==> config.mk <==
export PLATFORM = sky130hd
export DESIGN_NAME = multicycle_control_flat
export DESIGN_NICKNAME = d
export VERILOG_FILES = /design/src/rtl/mips_ctrl_pkg.sv /design/src/rtl/multicycle_control_if.sv /design/src/rtl/mips_op_decode.sv /design/src/rtl/multicycle_control.sv /design/src/flat_wrapper.sv
export SDC_FILE = /design/constraint.sdc
export NUM_CORES = 1
export LEC_CHECK = 0
export CORE_ASPECT_RATIO = 0.7
export CORE_MARGIN = 5
export CORE_UTILIZATION = 44
export CTS_CLUSTER_DIAMETER = 80
export DETAILED_ROUTE_END_ITERATION = 12
export HOLD_SLACK_MARGIN = 0.02
export MAX_ROUTING_LAYER = met4
export PLACE_DENSITY = 0.8
export SYNTH_ARGS = -nofsm -noshare
export SYNTH_HDL_FRONTEND = slang
export SYNTH_SLANG_ARGS = --single-unit
==> constraint.sdc <==
create_clock -name clk -period 2.45 [get_ports clk]
set_clock_uncertainty 0.15 [all_clocks]
set_input_delay 0.49 -clock clk [delete_from_list [all_inputs] [get_ports clk]]
set_output_delay 0.49 -clock clk [all_outputs]
set_load 0.01 [all_outputs]
==> src/rtl/mips_ctrl_pkg.sv <==
// Shared definitions for the multi-cycle MIPS controller and its opcode decoder.
//   state_t     : controller state, also exported on the 4-bit debug port
//   OP_* / FN_* : opcode and funct values recognised by the decoder
//   SRCB_*, ALUOP_*, PCSRC_* : datapath mux / ALU operation encodings
//   op_class_t  : one-hot-ish instruction class produced by mips_op_decode
package mips_ctrl_pkg;

    typedef enum logic [3:0] {
        FETCH  = 4'd0,
        DECODE = 4'd1,
        MEMADR = 4'd2,
        MEMRD  = 4'd3,
        MEMWB  = 4'd4,
        MEMWR  = 4'd5,
        EXEC   = 4'd6,
        ALUWB  = 4'd7,
        BRANCH = 4'd8,
        EXT    = 4'd9
    } state_t;

    localparam int OP_RTYPE = 0;
    localparam int OP_LW    = 35;
    localparam int OP_SW    = 43;
    localparam int OP_BEQ   = 4;
    localparam int OP_BMN   = 21;
    localparam int OP_BZ    = 24;
    localparam int OP_JALM  = 19;
    localparam int OP_JSPAL = 22;
    localparam int FN_BRZ   = 20;
    localparam int FN_JMOR  = 37;

    localparam logic [1:0] SRCB_REG   = 2'b00;
    localparam logic [1:0] SRCB_FOUR  = 2'b01;
    localparam logic [1:0] SRCB_IMM   = 2'b10;
    localparam logic [1:0] SRCB_SHIMM = 2'b11;

    localparam logic [1:0] ALUOP_ADD   = 2'b00;
    localparam logic [1:0] ALUOP_SUB   = 2'b01;
    localparam logic [1:0] ALUOP_FUNCT = 2'b10;

    localparam logic [1:0] PCSRC_ALU    = 2'b00;
    localparam logic [1:0] PCSRC_ALUOUT = 2'b01;
    localparam logic [1:0] PCSRC_JUMP   = 2'b10;
    localparam logic [1:0] PCSRC_EXT    = 2'b11;

    typedef struct packed {
        logic rformat;
        logic lw;
        logic sw;
        logic beq;
        logic bmn;
        logic bz;
        logic jalm;
        logic jspal;
        logic brz;
        logic jmor;
        logic illegal;
    } op_class_t;

endpackage

==> src/rtl/multicycle_control_if.sv <==
// Memory and extension-unit handshake bundle of the multi-cycle controller.
//   memread/memwrite/iord : memory strobes and address select (controller drives)
//   mem_ready             : memory access completes this cycle
//   ext_valid             : extension request (controller drives)
//   ext_done/ext_take     : extension finished / extension requests PC load
// Handshakes: mem_ready completes the access strobed in the same cycle; an
// extension request is held (ext_valid) until the cycle ext_done is high, and
// ext_take is only meaningful in that ext_done cycle.
interface multicycle_control_if;

    logic memread;
    logic memwrite;
    logic iord;
    logic mem_ready;
    logic ext_valid;
    logic ext_done;
    logic ext_take;

    modport master (
        output memread, memwrite, iord, ext_valid,
        input  mem_ready, ext_done, ext_take
    );

    modport slave (
        input  memread, memwrite, iord, ext_valid,
        output mem_ready, ext_done, ext_take
    );

endinterface

==> src/rtl/mips_op_decode.sv <==
// Combinational instruction-class and status decode from op/funct.
//   op, funct : instruction register fields
//   cls       : instruction class (exactly one bit set)
//   status    : 3-bit extended-op status vector
module mips_op_decode
    import mips_ctrl_pkg::*;
#(
    parameter int OP_W    = 6,
    parameter int FUNCT_W = 6
) (
    input  logic [OP_W-1:0]    op,
    input  logic [FUNCT_W-1:0] funct,
    output op_class_t          cls,
    output logic [2:0]         status
);

    logic is_r;

    always_comb begin
        is_r        = (op == OP_W'(OP_RTYPE));
        cls         = '0;
        cls.brz     = is_r && (funct == FUNCT_W'(FN_BRZ));
        cls.jmor    = is_r && (funct == FUNCT_W'(FN_JMOR));
        cls.rformat = is_r && !cls.brz && !cls.jmor;
        cls.lw      = (op == OP_W'(OP_LW));
        cls.sw      = (op == OP_W'(OP_SW));
        cls.beq     = (op == OP_W'(OP_BEQ));
        cls.bmn     = (op == OP_W'(OP_BMN));
        cls.bz      = (op == OP_W'(OP_BZ));
        cls.jalm    = (op == OP_W'(OP_JALM));
        cls.jspal   = (op == OP_W'(OP_JSPAL));
        cls.illegal = !(cls.rformat | cls.lw | cls.sw | cls.beq | cls.bmn |
                        cls.bz | cls.jalm | cls.jspal | cls.brz | cls.jmor);

        status[0] = cls.beq | cls.bmn | cls.bz  | cls.jalm;
        status[1] = cls.beq | cls.brz | cls.bz  | cls.jspal;
        status[2] = cls.beq | cls.jmor | cls.jalm | cls.jspal;
    end

endmodule

==> src/rtl/multicycle_control.sv <==
// Multi-cycle MIPS main controller: FETCH/DECODE/EXECUTE/MEMORY/WRITEBACK
// sequencing with a mem_ready stall and an ext_valid/ext_done extension
// handshake with timeout.
//   clk, reset       : clock, asynchronous active-high reset
//   op, funct        : instruction register fields
//   bus (master)     : memory strobes and extension handshake
//   pcwrite..pcsource: datapath/register-file control
//   status           : status latched in DECODE
//   state            : current state (debug)
//   illegal          : sticky illegal-opcode / extension-timeout flag
// STATUS_W must be at least 3.
module multicycle_control
    import mips_ctrl_pkg::*;
#(
    parameter int OP_W          = 6,
    parameter int FUNCT_W       = 6,
    parameter int STATUS_W      = 3,
    parameter int MEM_HANDSHAKE = 1,
    parameter int EXT_TIMEOUT   = 16
) (
    input  logic                 clk,
    input  logic                 reset,
    input  logic [OP_W-1:0]      op,
    input  logic [FUNCT_W-1:0]   funct,
    multicycle_control_if.master bus,
    output logic                 pcwrite,
    output logic                 pcwritecond,
    output logic                 irwrite,
    output logic                 memtoreg,
    output logic                 regdest,
    output logic                 regwrite,
    output logic                 alusrca,
    output logic [1:0]           alusrcb,
    output logic [1:0]           aluop,
    output logic [1:0]           pcsource,
    output logic [STATUS_W-1:0]  status,
    output logic [3:0]           state,
    output logic                 illegal
);

    localparam int CNT_W = $clog2(EXT_TIMEOUT + 1);

    state_t              state_q, next_state;
    op_class_t           cls;
    logic [2:0]          status_dec;
    logic [STATUS_W-1:0] status_q;
    logic [STATUS_W-1:0] status_ext;
    logic                illegal_q;
    logic                set_illegal;
    logic [CNT_W-1:0]    ext_cnt;
    logic                ext_expired;
    logic                mem_ok;

    mips_op_decode #(.OP_W(OP_W), .FUNCT_W(FUNCT_W)) u_decode (
        .op     (op),
        .funct  (funct),
        .cls    (cls),
        .status (status_dec)
    );

    assign mem_ok      = (MEM_HANDSHAKE == 0) ? 1'b1 : bus.mem_ready;
    // Last allowed EXT cycle; ext_done in this cycle still wins.
    assign ext_expired = (ext_cnt == CNT_W'(EXT_TIMEOUT - 1));

    always_comb begin
        status_ext      = '0;
        status_ext[2:0] = status_dec;
    end

    always_ff @(posedge clk or posedge reset) begin
        if (reset) begin
            state_q   <= FETCH;
            status_q  <= '0;
            illegal_q <= 1'b0;
            ext_cnt   <= '0;
        end else begin
            state_q <= next_state;
            if (state_q == DECODE)
                status_q <= status_ext;
            if (set_illegal)
                illegal_q <= 1'b1;
            if (state_q == EXT && !bus.ext_done && !ext_expired)
                ext_cnt <= ext_cnt + CNT_W'(1);
            else
                ext_cnt <= '0;
        end
    end

    always_comb begin
        next_state    = state_q;
        set_illegal   = 1'b0;
        pcwrite       = 1'b0;
        pcwritecond   = 1'b0;
        irwrite       = 1'b0;
        memtoreg      = 1'b0;
        regdest       = 1'b0;
        regwrite      = 1'b0;
        alusrca       = 1'b0;
        alusrcb       = SRCB_REG;
        aluop         = ALUOP_ADD;
        pcsource      = PCSRC_ALU;
        bus.memread   = 1'b0;
        bus.memwrite  = 1'b0;
        bus.iord      = 1'b0;
        bus.ext_valid = 1'b0;

        case (state_q)
            FETCH: begin
                bus.memread = 1'b1;
                alusrcb     = SRCB_FOUR;
                if (mem_ok) begin
                    irwrite    = 1'b1;
                    pcwrite    = 1'b1;
                    next_state = DECODE;
                end
            end
            DECODE: begin
                alusrcb = SRCB_SHIMM;
                if (cls.lw | cls.sw | cls.bmn | cls.jmor | cls.jalm | cls.jspal)
                    next_state = MEMADR;
                else if (cls.rformat)
                    next_state = EXEC;
                else if (cls.beq)
                    next_state = BRANCH;
                else if (cls.brz | cls.bz)
                    next_state = EXT;
                else begin
                    set_illegal = cls.illegal;
                    next_state  = FETCH;
                end
            end
            MEMADR: begin
                alusrca    = 1'b1;
                alusrcb    = SRCB_IMM;
                next_state = cls.sw ? MEMWR : MEMRD;
            end
            MEMRD: begin
                bus.memread = 1'b1;
                bus.iord    = 1'b1;
                if (mem_ok)
                    next_state = cls.lw ? MEMWB : EXT;
            end
            MEMWB: begin
                regwrite   = 1'b1;
                memtoreg   = 1'b1;
                next_state = FETCH;
            end
            MEMWR: begin
                bus.memwrite = 1'b1;
                bus.iord     = 1'b1;
                if (mem_ok)
                    next_state = FETCH;
            end
            EXEC: begin
                alusrca    = 1'b1;
                aluop      = ALUOP_FUNCT;
                next_state = ALUWB;
            end
            ALUWB: begin
                regwrite   = 1'b1;
                regdest    = 1'b1;
                next_state = FETCH;
            end
            BRANCH: begin
                alusrca     = 1'b1;
                aluop       = ALUOP_SUB;
                pcwritecond = 1'b1;
                pcsource    = PCSRC_ALUOUT;
                next_state  = FETCH;
            end
            EXT: begin
                bus.ext_valid = 1'b1;
                if (bus.ext_done) begin
                    pcwrite    = bus.ext_take;
                    pcsource   = PCSRC_EXT;
                    // Among extended ops only jmor/jalm/jspal have status[2]
                    // set, and those are the ones that write the register file.
                    regwrite   = status_q[2];
                    memtoreg   = status_q[2];
                    next_state = FETCH;
                end else if (ext_expired) begin
                    set_illegal = 1'b1;
                    next_state  = FETCH;
                end
            end
            default: next_state = FETCH;
        endcase

        // Reset forces every control output low at once, even though the
        // state register already reads FETCH.
        if (reset) begin
            pcwrite       = 1'b0;
            pcwritecond   = 1'b0;
            irwrite       = 1'b0;
            memtoreg      = 1'b0;
            regdest       = 1'b0;
            regwrite      = 1'b0;
            alusrca       = 1'b0;
            alusrcb       = 2'b00;
            aluop         = 2'b00;
            pcsource      = 2'b00;
            bus.memread   = 1'b0;
            bus.memwrite  = 1'b0;
            bus.iord      = 1'b0;
            bus.ext_valid = 1'b0;
        end
    end

    assign state   = state_q;
    assign status  = status_q;
    assign illegal = illegal_q;

endmodule
==> src/flat_wrapper.sv <==
// flat-port wrapper written by rule: the top's interface ports become plain ports
module multicycle_control_flat import mips_ctrl_pkg::*;
#(
    parameter int OP_W          = 6,
    parameter int FUNCT_W       = 6,
    parameter int STATUS_W      = 3,
    parameter int MEM_HANDSHAKE = 1,
    parameter int EXT_TIMEOUT   = 16
)
  (clk, reset, op, funct, pcwrite, pcwritecond, irwrite, memtoreg, regdest, regwrite, alusrca, alusrcb, aluop, pcsource, status, state, illegal, bus_memread, bus_memwrite, bus_iord, bus_ext_valid, bus_mem_ready, bus_ext_done, bus_ext_take);
  multicycle_control_if bus_i ();
  input  logic clk;
  input  logic reset;
  input  logic [OP_W-1:0] op;
  input  logic [FUNCT_W-1:0] funct;
  output logic pcwrite;
  output logic pcwritecond;
  output logic irwrite;
  output logic memtoreg;
  output logic regdest;
  output logic regwrite;
  output logic alusrca;
  output logic [1:0] alusrcb;
  output logic [1:0] aluop;
  output logic [1:0] pcsource;
  output logic [STATUS_W-1:0] status;
  output logic [3:0] state;
  output logic illegal;
  output wire logic [$bits(bus_i.memread)-1:0] bus_memread;
  output wire logic [$bits(bus_i.memwrite)-1:0] bus_memwrite;
  output wire logic [$bits(bus_i.iord)-1:0] bus_iord;
  output wire logic [$bits(bus_i.ext_valid)-1:0] bus_ext_valid;
  input wire logic [$bits(bus_i.mem_ready)-1:0] bus_mem_ready;
  input wire logic [$bits(bus_i.ext_done)-1:0] bus_ext_done;
  input wire logic [$bits(bus_i.ext_take)-1:0] bus_ext_take;
  assign bus_memread = bus_i.memread;
  assign bus_memwrite = bus_i.memwrite;
  assign bus_iord = bus_i.iord;
  assign bus_ext_valid = bus_i.ext_valid;
  assign bus_i.mem_ready = bus_mem_ready;
  assign bus_i.ext_done = bus_ext_done;
  assign bus_i.ext_take = bus_ext_take;
  multicycle_control #(.OP_W(OP_W), .FUNCT_W(FUNCT_W), .STATUS_W(STATUS_W), .MEM_HANDSHAKE(MEM_HANDSHAKE), .EXT_TIMEOUT(EXT_TIMEOUT)) u_core (.clk(clk), .reset(reset), .op(op), .funct(funct), .bus(bus_i), .pcwrite(pcwrite), .pcwritecond(pcwritecond), .irwrite(irwrite), .memtoreg(memtoreg), .regdest(regdest), .regwrite(regwrite), .alusrca(alusrca), .alusrcb(alusrcb), .aluop(aluop), .pcsource(pcsource), .status(status), .state(state), .illegal(illegal));
endmodule
* After elaboration in Yosys (flattened, before gate mapping) *
Cells that the tools add are included.
W data, S select, Z words.

cells by class
  order comparisons = 0
  div/mod/pow operators = 0
  bitwise logic cells = 24
  eq/ne operators = 23
  shift operators = 0
  add/sub/neg operators = 1
  mux-type cells = 52
  reductions and logical operators = 18
  multiply operators = 0

operators with widths
  kind                   count
  $mux W4                10
  $eq A6 B5 Y1 const B   5
  $mux W1                28
  $pmux W4 S7            1
  $or A1 B1 Y1           24
  $eq A6 B6 Y1 const B   3
  $eq A4 B3 Y1 const B   4
  $eq A4 B2 Y1 const B   2
  $eq A4 B4 Y1 const B   2
  $mux W2                4
  $pmux W1 S2            4
  $pmux W2 S2            2
  $eq A6 B3 Y1 const B   1
  $logic_and A1 B1 Y1    6
  $logic_not A6 Y1       1
  $ne A2 B2 Y1 const B   3
  $pmux W2 S3            1
  $reduce_or A2 Y1       3
  $add A5 B1 Y5 const B  1
  $eq A5 B4 Y1 const B   1
  $logic_not A1 Y1       5
  $mux W5                1
  $eq A4 B1 Y1 const B   1
  $logic_not A4 Y1       1
  other kinds (4)        4

storage, ports and cells
  output and inout port bits = 25
  memory bits (read-only) = 0
  latch bits = 0
  input bits = 17
  memories = 0
  register bits after elaboration = 13
  word-level logic and storage cells = 122
  bits in writable memories = 0

* Longest topological paths before layout *
  depth after elaboration = 20
  mapped depth = 6
  depth with buffers taken out = 6

* Hierarchy *
Synthesis repeated with hierarchy kept, for this count alone.

unflattened totals
  cell total of the unflattened synthesis = 153
  area total of the unflattened synthesis = 1,217.4 sq um

modules (own cells, without submodules)
  module              times used  cells an instance  area each (sq um)  sequential area each (sq um)
  multicycle_control  1           107                913.4              325.3
  mips_op_decode      1           46                 304.0              0.0

* Worst setup path after synthesis *
OpenSTA, ideal clock, no wires.

  path type = input-to-output
  start point = in reset
  end point = out pcwrite
  stages on the path = 4
  slack = 215 ps
  buffers on the path = 1
  data required time = 1,810 ps
  arrival time = 1,595 ps
  cells stage by stage = clkbuf_1 -> or3_1 -> nor4b_2 -> a21o_1

on the way
  longest elaborated chain between the ends = 1

RTL lines
  element      RTL line                   source
  from (decl)  flat_wrapper.sv:13         input logic reset;
  $mux W1      multicycle_control.sv:191  if (reset) begin
  to (decl)    flat_wrapper.sv:16         output logic pcwrite;

No other way between the ends.

* Final worst setup path *
  start point = in bus_ext_done
  end point = out pcsource[0]

on the way
  longest elaborated chain between the ends = 3

RTL lines
  element      RTL line                   source
  from (decl)  flat_wrapper.sv:34         input wire logic [$bits(bus_i.ext_done)-1:0] bus_ext_done;
  $mux W2      multicycle_control.sv:173  if (bus.ext_done) begin
  $pmux W2 S2  multicycle_control.sv:107  case (state_q)
  $mux W2      multicycle_control.sv:191
  to (decl)    flat_wrapper.sv:25         output logic [1:0] pcsource;

No other way between the ends.

==> metrics <==
CTS Buf Count=3; vias in the first global route=1,194; setup TNS=0 ns; Routed WL=approximately 3400 um; Syn Area/Cell=8.128 sq um; largest cells by area after synthesis=dfrtp_1 29%, nor2_1 5.7%, xor2_1 3.9%; Rel. slew slack=0.6734; Leak Pwr=around 0.79 nW; Min-Delay Path Class=in2async; status=finished clean; DRC=0; nets=211; slowest stage delay, CP=0.42 ns; Post-Synthesis Cells=137; placeable core region=2440 sq um; H-tree level count=1; f_max=422.2 MHz; RSZ-0062 raised after global routing=no; chip height=52.09 um; Pwr Density=630.7 nW/um^2; WP data arrival=1.73 ns; gr usage total=0.1878; Layout Utilization=0.6990; sequential area share after synthesis=0.2921; period utilisation layout=0.9669; CP max stage cell=clkdlybuf4s50_1; met2 WL=1591 um; Hold Vio Cnt, Final=0; Area Growth Syn to Fin=53.15%; first-pass GRT wire length=~5400 um; HPWL Detailed=2614 um; initial drt markers=between 100 and 150; number of buffers added to fix hold violations after cts=0; max-slew violations=0; critical path type=in2out; Reg area=326.6 sq um; M1 WL=1473 um; Post-synth top cells=17 x nor2_1, 13 x dfrtp_1, 11 x nand2_1; flops & latches, synth=13; grt total ovfl=0; Placer Congestion=0.8185; number of distinct library cells after synthesis=53; Most used DFF post-synth=dfrtp_1; pin count of the biggest net entering global routing=19; most common cell in the netlist=nor2_1; clock tree buffer depth=2; FILL cells=201; CTS root buf=clkbuf_4; via count=1,267; Skew-Pair Late Insertion Delay=0.28 ns; Post-synth EDFFs=0; post-layout min period=2.369 ns; initial cell density of the core=0.4564; I/O pin count=42; Synth warnings=0; clock sinks=13; CTS tree=yes; Worst-path clk slew=approximately 0.090 ns; Worst IR Drop VDD=0.4554 mV; Die Wd=~70 um; Post-synth ARST share=1.000; CP Launch Type=input pin; Setup violations, final=0; share of layout cells above drive strength 1=0.1780; area share of the largest cell type after synthesis=0.2921; Initial DRT Pass Iterations=4; R2R depth=5; Crit Path Max Fanout=3; footprint of the multi-input gates=slightly below 800 sq um; Post-Syn Nets=156; Rows=15; Slew @ Worst Pin=0.4894 ns; Max Cap Viol=0; Synth Cell Area=1114 sq um; Die ar.=3653 sq um; Critical Path Sink Type=output port; initial antenna violation count=0; WP data required=1.81 ns; diode count=0; top sig layer=met4; post-synth top area cell=dfrtp_1; number of buffers added on ports=a little over 40; met3 routed WL=297 um; antenna viol nets, final=0; wire per inst=15.13 um; CP Cell Sequence=clkdlybuf4s50_1, nor3b_4, buf_4, or2_2, clkdlybuf4s15_1; via-per-instance ratio=5.631; total setup buffers inserted after CTS=0
[power by group]
group,switching [mW],internal [mW]
Sequential,0.0378,0.251
Combinational,0.334,0.315
Clock,0.0744,0.0632
Total,0.446,0.630
[cell families (layout without fill, tap and decap cells)]
group                    count (synthesis)  count (layout)  share of synthesized area
AND/OR/NAND/NOR                         73              73                     0.3753
AO/OA/AOI/OAI                           30              30                     0.2022
flip-flops                              13              13                     0.2921
buffers and inverters                   12              66                    0.05280
XOR/XNOR                                 7               7                    0.05506
adder cells (fa/ha/maj)                  2               2                    0.02247
[path summary, 6_finish.rpt]
check	startpoint	endpoint	slack (ns)
min	reset	u_core.state[1]	0.25
max reg2reg	u_core.state[2]	u_core.state[2]	0.60
min reg2reg	u_core.ext_cnt[0]	u_core.ext_cnt[0]	0.32
min in group clk	u_core.ext_cnt[0]	u_core.ext_cnt[0]	0.32
max	bus_ext_done	pcsource[0]	0.08
max in group asynchronous	reset	u_core.state[3]	1.54
[critical path: cells and delay by family]
| kind | cells | cell delay (ns) |
|---|---|---|
| and+or+nand+nor | 2 | 0.45 |
| buffers and inverters | 3 | 0.79 |
[final cells by class]
type	count	area share
Clock buffer	4	0.01541
Inverter	3	0.006603
Multi-Input combinational cell	112	0.4519
Sequential cell	13	0.1915
Tap cell	34	0.02494
Timing Repair Buffer	59	0.3096
[flip-flops by register name, summed over array words and instances (netlist names)]
signal / count
u_core.ext_cnt: 5
u_core.state: 4
u_core.status: 3
u_core.illegal: 1
[routing by layer]
layer / up-vias / GRT usage
li1: 615 / -
met1: 587 / 0.2265
met2: 58 / 0.3166
met3: 7 / 0.04440
met4: 0 / 0.05732
met5: - / -
[through the flow]
step | setup slack (ns) | hold WS [ns] | instances | instance area, sq um | power, mW
4_1_cts | -0.1049 | 0.3237 | 225 | 1670 | 1.046
6_report | 0.08120 | 0.2543 | 225 | 1705 | 1.076
5_1_grt | 0.02405 | 0.2970 | 225 | 1705 | 1.155
3_5_place_dp | -0.4061 | 0.3135 | 221 | 1654 | 0.9342
2_1_floorplan | 0.2147 | 0.2831 | 137 | 1114 | 0.6210
3_3_place_gp | -0.3539 | 0.2984 | 221 | 1654 | 0.9203
[cell usage in the layout (no fill, tap or decap), types with 3 or more instances in the layout]
cell type,count
nor3_1,7
buf_4,17
xor2_1,5
nor2b_1,5
nand3_1,4
o31ai_1,3
nor3b_1,3
dlygate4sd2_1,13
inv_1,3
nor2_1,17
clkdlybuf4s50_1,23
clkbuf_4,3
nand2b_1,3
o21ai_0,6
nand2_1,11
dfrtp_1,12
and2_1,3
[timing repair]
| item | CTS | global route |
|---|---|---|
| gates resized for setup | 23 | 9 |
| setup endpoints to repair | 16 | 10 |
| pin swaps | 1 | 2 |
Power figures use the tool's default switching activity.
